<file path="src/rtl/wave_mixer.sv">
// wave_mixer: pulls one sample from each enabled oscillator voice per frame
// request, shifts each right by its own attenuation, sums them in a widened
// accumulator and saturates the result to the output sample width. The mixed
// sample is held on data_o until the next frame completes.
//
// Handshake: voice k transfers a sample in any cycle where valid_i[k] and
// ready_o[k] are both high. ready_o[k] is high only in GATHER, only for voices
// enabled at frame start that have not yet delivered this frame. valid_i
// without ready_o is ignored, and data_i need only be correct in the
// transfer cycle.
module wave_mixer #(
  parameter int width_p    = 16,
  parameter int channels_p = 4,
  parameter int atten_w_p  = 3,
  parameter int timeout_p  = 64
) (
  input  logic                            clk_i,
  input  logic                            reset_i,
  input  logic [channels_p-1:0]           en_i,
  input  logic [channels_p*atten_w_p-1:0] atten_i,
  input  logic [channels_p*width_p-1:0]   data_i,
  input  logic [channels_p-1:0]           valid_i,
  output logic [channels_p-1:0]           ready_o,
  input  logic                            frame_req_i,
  output logic [width_p-1:0]              data_o,
  output logic                            valid_o,
  output logic                            busy_o,
  output logic [15:0]                     clip_cnt_o,
  output logic                            overrun_o,
  output logic [1:0]                      state_o
);

  localparam int acc_w_lp = width_p + $clog2(channels_p);
  localparam int idx_w_lp = (channels_p > 1) ? $clog2(channels_p) : 1;
  localparam int tmo_w_lp = (timeout_p > 1) ? $clog2(timeout_p) : 1;

  localparam logic signed [acc_w_lp-1:0] sat_max_lp = acc_w_lp'((2 ** (width_p - 1)) - 1);
  localparam logic signed [acc_w_lp-1:0] sat_min_lp = -sat_max_lp - acc_w_lp'(1);

  typedef enum logic [1:0] {
    IDLE   = 2'd0,
    GATHER = 2'd1,
    ACCUM  = 2'd2,
    SAT    = 2'd3
  } state_e;

  state_e state_q, state_d;

  logic [channels_p-1:0]           shadow_en_q;
  logic [channels_p*atten_w_p-1:0] shadow_atten_q;
  logic [channels_p-1:0]           captured_q;
  logic [channels_p*width_p-1:0]   sample_q;
  logic [tmo_w_lp-1:0]             tmo_q;
  logic [idx_w_lp-1:0]             idx_q;
  logic signed [acc_w_lp-1:0]      acc_q;

  logic                            start;
  logic                            all_captured;
  logic                            tmo_done;
  logic                            last_voice;
  logic [channels_p-1:0]           handshake;
  logic signed [width_p-1:0]       cur_sample;
  logic [atten_w_p-1:0]            cur_atten;
  logic signed [acc_w_lp-1:0]      term;
  logic [width_p-1:0]              sat_val;
  logic                            clipped;

  assign start        = (state_q == IDLE) && frame_req_i;
  assign all_captured = &(captured_q | ~shadow_en_q);
  assign tmo_done     = (tmo_q == tmo_w_lp'(timeout_p - 1));
  assign last_voice   = (idx_q == idx_w_lp'(channels_p - 1));
  assign ready_o      = (state_q == GATHER) ? (shadow_en_q & ~captured_q) : '0;
  assign handshake    = valid_i & ready_o;
  assign busy_o       = (state_q != IDLE);
  assign state_o      = state_q;

  // State register; reset aborts any frame in flight.
  always_ff @(posedge clk_i or posedge reset_i) begin
    if (reset_i) state_q <= IDLE;
    else         state_q <= state_d;
  end

  // Next-state logic for the frame sequence.
  always_comb begin
    state_d = state_q;
    case (state_q)
      IDLE:    if (frame_req_i) state_d = GATHER;
      GATHER:  if (all_captured || tmo_done) state_d = ACCUM;
      ACCUM:   if (last_voice) state_d = SAT;
      SAT:     state_d = IDLE;
      default: state_d = IDLE;
    endcase
  end

  // Current voice's contribution: sign-extended, arithmetically shifted,
  // zero when the voice never delivered this frame.
  always_comb begin
    cur_sample = sample_q[int'(idx_q)*width_p +: width_p];
    cur_atten  = shadow_atten_q[int'(idx_q)*atten_w_p +: atten_w_p];
    term       = '0;
    if (captured_q[idx_q]) begin
      term = $signed({{(acc_w_lp-width_p){cur_sample[width_p-1]}}, cur_sample}) >>> cur_atten;
    end
  end

  // Clamp the accumulator into the output sample range.
  always_comb begin
    sat_val = acc_q[width_p-1:0];
    clipped = 1'b0;
    if (acc_q > sat_max_lp) begin
      sat_val = sat_max_lp[width_p-1:0];
      clipped = 1'b1;
    end else if (acc_q < sat_min_lp) begin
      sat_val = sat_min_lp[width_p-1:0];
      clipped = 1'b1;
    end
  end

  // Frame datapath: shadow settings, sample capture, timeout and accumulation.
  always_ff @(posedge clk_i or posedge reset_i) begin
    if (reset_i) begin
      shadow_en_q    <= '0;
      shadow_atten_q <= '0;
      captured_q     <= '0;
      sample_q       <= '0;
      tmo_q          <= '0;
      idx_q          <= '0;
      acc_q          <= '0;
    end else if (start) begin
      shadow_en_q    <= en_i;
      shadow_atten_q <= atten_i;
      captured_q     <= '0;
      tmo_q          <= '0;
      idx_q          <= '0;
      acc_q          <= '0;
    end else if (state_q == GATHER) begin
      tmo_q <= tmo_q + tmo_w_lp'(1);
      for (int k = 0; k < channels_p; k++) begin
        if (handshake[k]) begin
          captured_q[k]                   <= 1'b1;
          sample_q[k*width_p +: width_p] <= data_i[k*width_p +: width_p];
        end
      end
    end else if (state_q == ACCUM) begin
      acc_q <= acc_q + term;
      idx_q <= last_voice ? '0 : idx_q + idx_w_lp'(1);
    end
  end

  // Output registers: mixed sample, first-result flag, clip counter, overrun.
  always_ff @(posedge clk_i or posedge reset_i) begin
    if (reset_i) begin
      data_o     <= '0;
      valid_o    <= 1'b0;
      clip_cnt_o <= '0;
      overrun_o  <= 1'b0;
    end else begin
      if (state_q == SAT) begin
        data_o  <= sat_val;
        valid_o <= 1'b1;
        if (clipped && (clip_cnt_o != 16'hFFFF)) clip_cnt_o <= clip_cnt_o + 16'd1;
      end
      if (frame_req_i && busy_o) overrun_o <= 1'b1;
    end
  end

endmodule
</file>
<file path="config.mk">
export PLATFORM = sky130hd
export DESIGN_NAME = wave_mixer
export DESIGN_NICKNAME = d
export VERILOG_FILES = /design/src/rtl/wave_mixer.sv
export SDC_FILE = /design/constraint.sdc
export NUM_CORES = 1
export LEC_CHECK = 0
export BUFFER_PORTS_ARGS = -buffer_cell sky130_fd_sc_hd__buf_4
export CORE_ASPECT_RATIO = 1.25
export CORE_UTILIZATION = 59
export CTS_BUF_LIST = sky130_fd_sc_hd__clkbuf_8
export DETAILED_ROUTE_END_ITERATION = 12
export PLACE_DENSITY = 0.83
export SLEW_MARGIN = 25
export SYNTH_ARGS = -nofsm -noshare
export SYNTH_HDL_FRONTEND = slang
export SYNTH_SLANG_ARGS = --single-unit
</file>
<file path="constraint.sdc">
create_clock -name clk_i -period 6.19 [get_ports clk_i]
set_input_delay 0.619 -clock clk_i [delete_from_list [all_inputs] [get_ports clk_i]]
set_output_delay 0.619 -clock clk_i [all_outputs]
set_load 0.01 [all_outputs]
</file>
# Word-level counts from Yosys, hierarchy flattened
# Index checks and enable logic that the tools add are counted.
[word_totals] register_bits=146 input_bits=87 out_inout_bits=41 elab_cells=96
[classes] add_sub_neg=4 mul=1 order_cmp=3 n_eq_ne=10 shift=3 n_mux=27 n_bitwise=6 reduce_logical=24
[op_table] op="18-bit two-way mux" count=4
[op_table] op="64-bit by 7-bit indexed part select with 16-bit output" count=1
[op_table] op="16-bit two-way mux" count=2
[op_table] op="18-bit adder" count=1
[op_table] op="18-bit by 16-bit greater-than comparator with 1-bit output (second input constant)" count=1
[op_table] op="18-bit by 16-bit < comparator with 1-bit output (second input constant)" count=1
[op_table] op="16-bit by 3-bit >>> shifter with 18-bit output" count=1
[op_table] op="16-bit by 1-bit adder with 16-bit output (second input constant)" count=1
[op_table] op="16-bit inequality test (second input constant)" count=1
[op_table] op="3-bit AND reduction" count=5
[op_table] op="2-bit two-way mux" count=7
[op_table] op="2-bit nonzero test" count=7
[op_table] op="4-bit two-way mux" count=3
[op_table] op="6-bit two-way mux" count=2
[op_table] op="2-bit AND reduction" count=6
[op_table] op="12-bit by 5-bit indexed part select with 3-bit output" count=1
[op_table] op="4-bit AND" count=2
[op_table] op="2-bit inequality test (second input constant)" count=4
[op_table] op="4-bit inverter" count=2
[op_table] op="2-bit one-hot mux with 4 select lines" count=1
[op_table] op="1-bit two-way mux" count=7
[op_table] op="6-bit by 1-bit adder with 6-bit output (second input constant)" count=1
[op_table] op="2-bit == test (second input constant)" count=3
[op_table] op="6-bit == test (second input constant)" count=1
[op_table] op="other kinds (11)" count=13

# Depth between registers and ports, before layout
[depth] depth_word=8 mapped_depth=18 ltp_nobuf=15

# Least setup slack after synthesis
# Ideal clock, no wire load.
[synth_path] path_kind="register -> register" startpoint="register idx_q[0]" endpoint="register acc_q[16]" setup_time_ns=0.110 arrival_ns=3.615 required_time_ns=6.080 path_slack_ns=2.465 path_stages_with_launch=18 n_path_buf=4 synth_period_minus_slack_ns=3.725 path_cell_list="dfrtp_1 -> buf_6 -> buf_2 -> mux4_2 -> buf_2 -> buf_2 -> mux2i_1 -> nor2_1 -> ha_1 -> inv_1 -> fa_1 -> nor2b_1 -> o21a_1 -> o21ai_1 -> a21oi_1 -> o311ai_0 -> and3_1 -> o41ai_1"
[synth_via] elab_chain_len=8 word_cells_on_any_way=11 cone_classes="add/sub: 1; mul: 1; shift: 3; mux: 6"
[synth_rtl] element="start: declaration" line_no="54" text="logic [idx_w_lp-1:0] idx_q;"
[synth_rtl] element="start signal: assignment" line_no="146" text="idx_q <= last_voice ? '0 : idx_q + idx_w_lp'(1);"
[synth_rtl] element="2-bit by 2-bit multiplier with 4-bit output" line_no="99" text="cur_atten = shadow_atten_q[int'(idx_q)*atten_w_p +: atten_w_p];"
[synth_rtl] element="12-bit by 5-bit indexed part select with 3-bit output" line_no="99"
[synth_rtl] element="16-bit by 3-bit >>> shifter with 18-bit output" line_no="102" text="term = $signed({{(acc_w_lp-width_p){cur_sample[width_p-1]}}, cur_sample}) >>> cur_atten;"
[synth_rtl] element="18-bit two-way mux (*)" line_no="101" text="if (captured_q[idx_q]) begin"
[synth_rtl] element="18-bit adder (*)" line_no="145" text="acc_q <= acc_q + term;"
[synth_rtl] element="18-bit two-way mux (*)" line_no="144" text="end else if (state_q == ACCUM) begin"
[synth_rtl] element="18-bit two-way mux (*)" line_no="136" text="end else if (state_q == GATHER) begin"
[synth_rtl] element="18-bit two-way mux (*)" line_no="129" text="end else if (start) begin"
[synth_rtl] element="end signal: assignment" line_no="145"
[synth_rtl] element="end: declaration" line_no="55" text="logic signed [acc_w_lp-1:0] acc_q;"
# Mark *: on every way between the ends. The rest lies on a longest branch, timed or not. The select of a mux whose other input is x is not followed.
# A chain may end at the register's enable or synchronous reset.

# Final worst setup path
[layout_path] startpoint="register idx_q[1]" endpoint="register acc_q[16]"
# The elaborated chain is that of the path after synthesis.

==> flow_metrics.env <==
export IMPL_fp_dieW_um=106
export IMPL_routed_wl_um=17500
export IMPL_fp_coreArea_um2=13200
export IMPL_final_cells=1052
export IMPL_gp_congestion=0.897
export IMPL_outcome="finished clean"
export IMPL_antenna_found_initial=0
export IMPL_worstSkewPairLatency_ns=0.45
export IMPL_synth_edf_count=0
export IMPL_yosys_area_top_type="dfrtp_1"
export IMPL_ir_drop_mv=0.250
export IMPL_grt_remaining_overflow=0
export IMPL_async_flop_share=1.00
export IMPL_ios=128
export IMPL_p_leak_nw=4.44
export IMPL_cts_buffer_depth=2
export IMPL_finalHoldViolCount=0
export IMPL_p_comb_frac=0.519
export IMPL_grt_pass1_wl_um=29300
export IMPL_numCtsBuffers=17
export IMPL_area_growth_syn_to_layout_pct=17.3
export IMPL_firstDrtPassIters=7
export IMPL_ant_nets=0
export IMPL_grt_max_degree=87
export IMPL_power_mw=5.01
export IMPL_yosys_top_cells_area="dfrtp_1 (46%), mux2_2 (9.6%), mux4_2 (5.6%), nand2_1 (5.2%), ha_1 (3.9%)"
export IMPL_grt_setup_unrepaired="false"
export IMPL_clock_root_buffer="clkbuf_8"
export IMPL_vias=6064
export IMPL_synth_cell_type_count=52
export IMPL_drtIter0Drc=283
export IMPL_syn_area_um2=8010
export IMPL_post_route_min_period_ns=4.61
export IMPL_synth_top_area_share=0.456
export IMPL_path_class="flip-flop to flip-flop"
export IMPL_swShare=0.415
export IMPL_dpl_hpwl_um=12800
export IMPL_slew_headroom=0.332
export IMPL_postCtsSetupRepairBufs=0
export IMPL_nNetsFinal=981
export IMPL_ys_flop_type="dfrtp_1"
export IMPL_worst_setup_path_end_kind="flip-flop"
export IMPL_wl_per_cell_um=16.6
export IMPL_die_area_um2=14000
export IMPL_placedCellCount=1020
export IMPL_clock_sinks=146
export IMPL_synth_seq_area_share=0.456
export IMPL_cts_tree="built"
export IMPL_viasPerCell=5.76
export IMPL_crit_reg2reg_launch="idx_q[1]"
export IMPL_setup_slack_ns=1.58
export IMPL_cp_startpoint="idx_q[1]"
export IMPL_clock_skew_ns=0.0122
export IMPL_grt_usage=0.263
export IMPL_clkTransAtPathRegs_ns=0.08
export IMPL_die_h_um=132
export IMPL_syn_inst=762
export IMPL_placed_area_um2=9000
export IMPL_rows=47
export IMPL_clkPwrFrac=0.149
export IMPL_tns_ns=0
export IMPL_cap_violations=0
export IMPL_start_util=0.605
export IMPL_h_tree_depth=4
export IMPL_holdWs_ns=0.215
export IMPL_ctsHoldBuffers=0
export IMPL_drc=0
export IMPL_yosysMostFrequentCell="dfrtp_1"
export IMPL_intPower_mw=2.93
export IMPL_seq_power_share=0.332
export IMPL_final_util=0.710
export IMPL_hold_class="input port to asynchronous set/reset pin"
export IMPL_grt_pass1_vias=6146
export IMPL_crit_required_ns=6.52
export IMPL_fin_area_um2=9400
export IMPL_avgSynthCellArea_um2=10.5
export IMPL_cts_resized_gates=0
export IMPL_synth_ff_latch_count=146
export IMPL_synth_cells_most_frequent="dfrtp_1 (146), nand2_1 (111), mux2_2 (68)"
export IMPL_setup_viol=0
export IMPL_drive_gt1_frac=0.293
export IMPL_path_max_fanout=23
export IMPL_p_sw_mw=2.08
export IMPL_io_buffers=127
export IMPL_place_worst_setup_slack_ns=1.64
export IMPL_fin_crit_sh=0.744
export IMPL_yosysWarnings=0
export IMPL_p_per_area_nw_per_um2=534
export IMPL_antenna_cells=0
export IMPL_crit_path_start_kind="flip-flop"
export IMPL_fmax_mhz=217
export IMPL_worstMarginPinSlew_ns=0.998
export IMPL_slew_viol_final=0
export IMPL_syn_nets=875
export IMPL_crit_arrival_ns=4.93
-- flip-flops by register name, summed over array words and instances (netlist names) --
name and flops:
acc_q 18, captured_q 4, clip_cnt_o 16, data_o 16, idx_q 2, overrun_o 1
sample_q 64, shadow_atten_q 12, shadow_en_q 4, state_o 2, tmo_q 6, valid_o 1
-- power by group through the flow --
| stage | Sequential, mW | Clock (mW) | Combinational (mW) |
|---|---|---|---|
| floorplan | 1.56 | 0 | 2.10 |
| global placement | 1.65 | 0 | 2.47 |
| detailed placement | 1.68 | 0 | 2.58 |
| CTS | 1.66 | 0.755 | 2.60 |
| global route | 1.72 | 0.793 | 2.88 |
| finish | 1.67 | 0.746 | 2.60 |
-- layout by cell type, fill, tap and decap left out, types with 8 or more instances in the layout --
| cell type | instances |
|---|---|
| nand4_1 | 8 |
| xor2_1 | 9 |
| inv_1 | 32 |
| mux2_2 | 68 |
| ha_1 | 25 |
| nor2b_1 | 10 |
| o21ai_0 | 24 |
| dfrtp_1 | 146 |
| nand2_1 | 111 |
| and3_1 | 8 |
| nand3_1 | 9 |
| a21oi_1 | 22 |
| buf_4 | 130 |
| a21o_1 | 11 |
| mux2i_1 | 31 |
| nor3_1 | 8 |
| clkbuf_8 | 20 |
| mux4_2 | 20 |
| xnor2_1 | 18 |
| nor2_1 | 66 |
| o211ai_1 | 18 |
| and2_1 | 8 |
| a22o_1 | 9 |
-- worst max-delay path: stages (launching register included) --
cell and delay, ns:
dfrtp_1 0.98, mux4_2 0.69, mux2i_1 0.19, mux2i_1 0.22, mux2i_1 0.11, nor2_1 0.10
ha_1 0.18, inv_1 0.06, fa_1 0.39, nor2b_1 0.19, o21a_1 0.15, o21ai_1 0.08
a21oi_1 0.34, o311ai_0 0.23, and3_1 0.23, o41ai_1 0.32
-- per-layer routing --
layer  routed length (um)  GRT usage  part of all wire
met4                  320     0.0910             0.018
met5                    0          0                 0
met2                 8890      0.443              0.51
met1                 7460      0.334              0.43
met3                  810     0.0578             0.046
-- layout make-up --
| class | instances | area, um^2 |
|---|---|---|
| well taps | 171 | 214 |
| fillers | 943 | 3840 |
| inverters | 33 | 129 |
| flip-flops and latches | 146 | 3650 |
| clock inverters | 12 | 120 |
| multi-input cells | 539 | 4020 |
| repair buffers | 131 | 987 |
| clock buffers | 20 | 275 |
-- cells by family after synthesis --
| group | Yosys count | share of synthesized area |
|---|---|---|
| buf+inv | 77 | 0.0422 |
| compound gates | 119 | 0.0992 |
| flops | 146 | 0.456 |
| simple gates | 248 | 0.141 |
| xor+xnor | 27 | 0.0295 |
| fa+ha+maj | 26 | 0.0416 |
| mux | 119 | 0.191 |
-- path summary, 6_finish.rpt --
kind / to / slack [ns] / cells past startpoint
hold / removal: clip_cnt_o[10] / 0.22 / 2
min in group clk_i: shadow_en_q[3] / 0.35 / 3
max in group asynchronous: sample_q[41] / 4.82 / 3
setup / recovery: acc_q[16] / 1.58 / 15
setup reg to reg: acc_q[16] / 1.58 / 15
hold reg to reg: overrun_o / 0.46 / 1
Power figures use the tool's default switching activity.
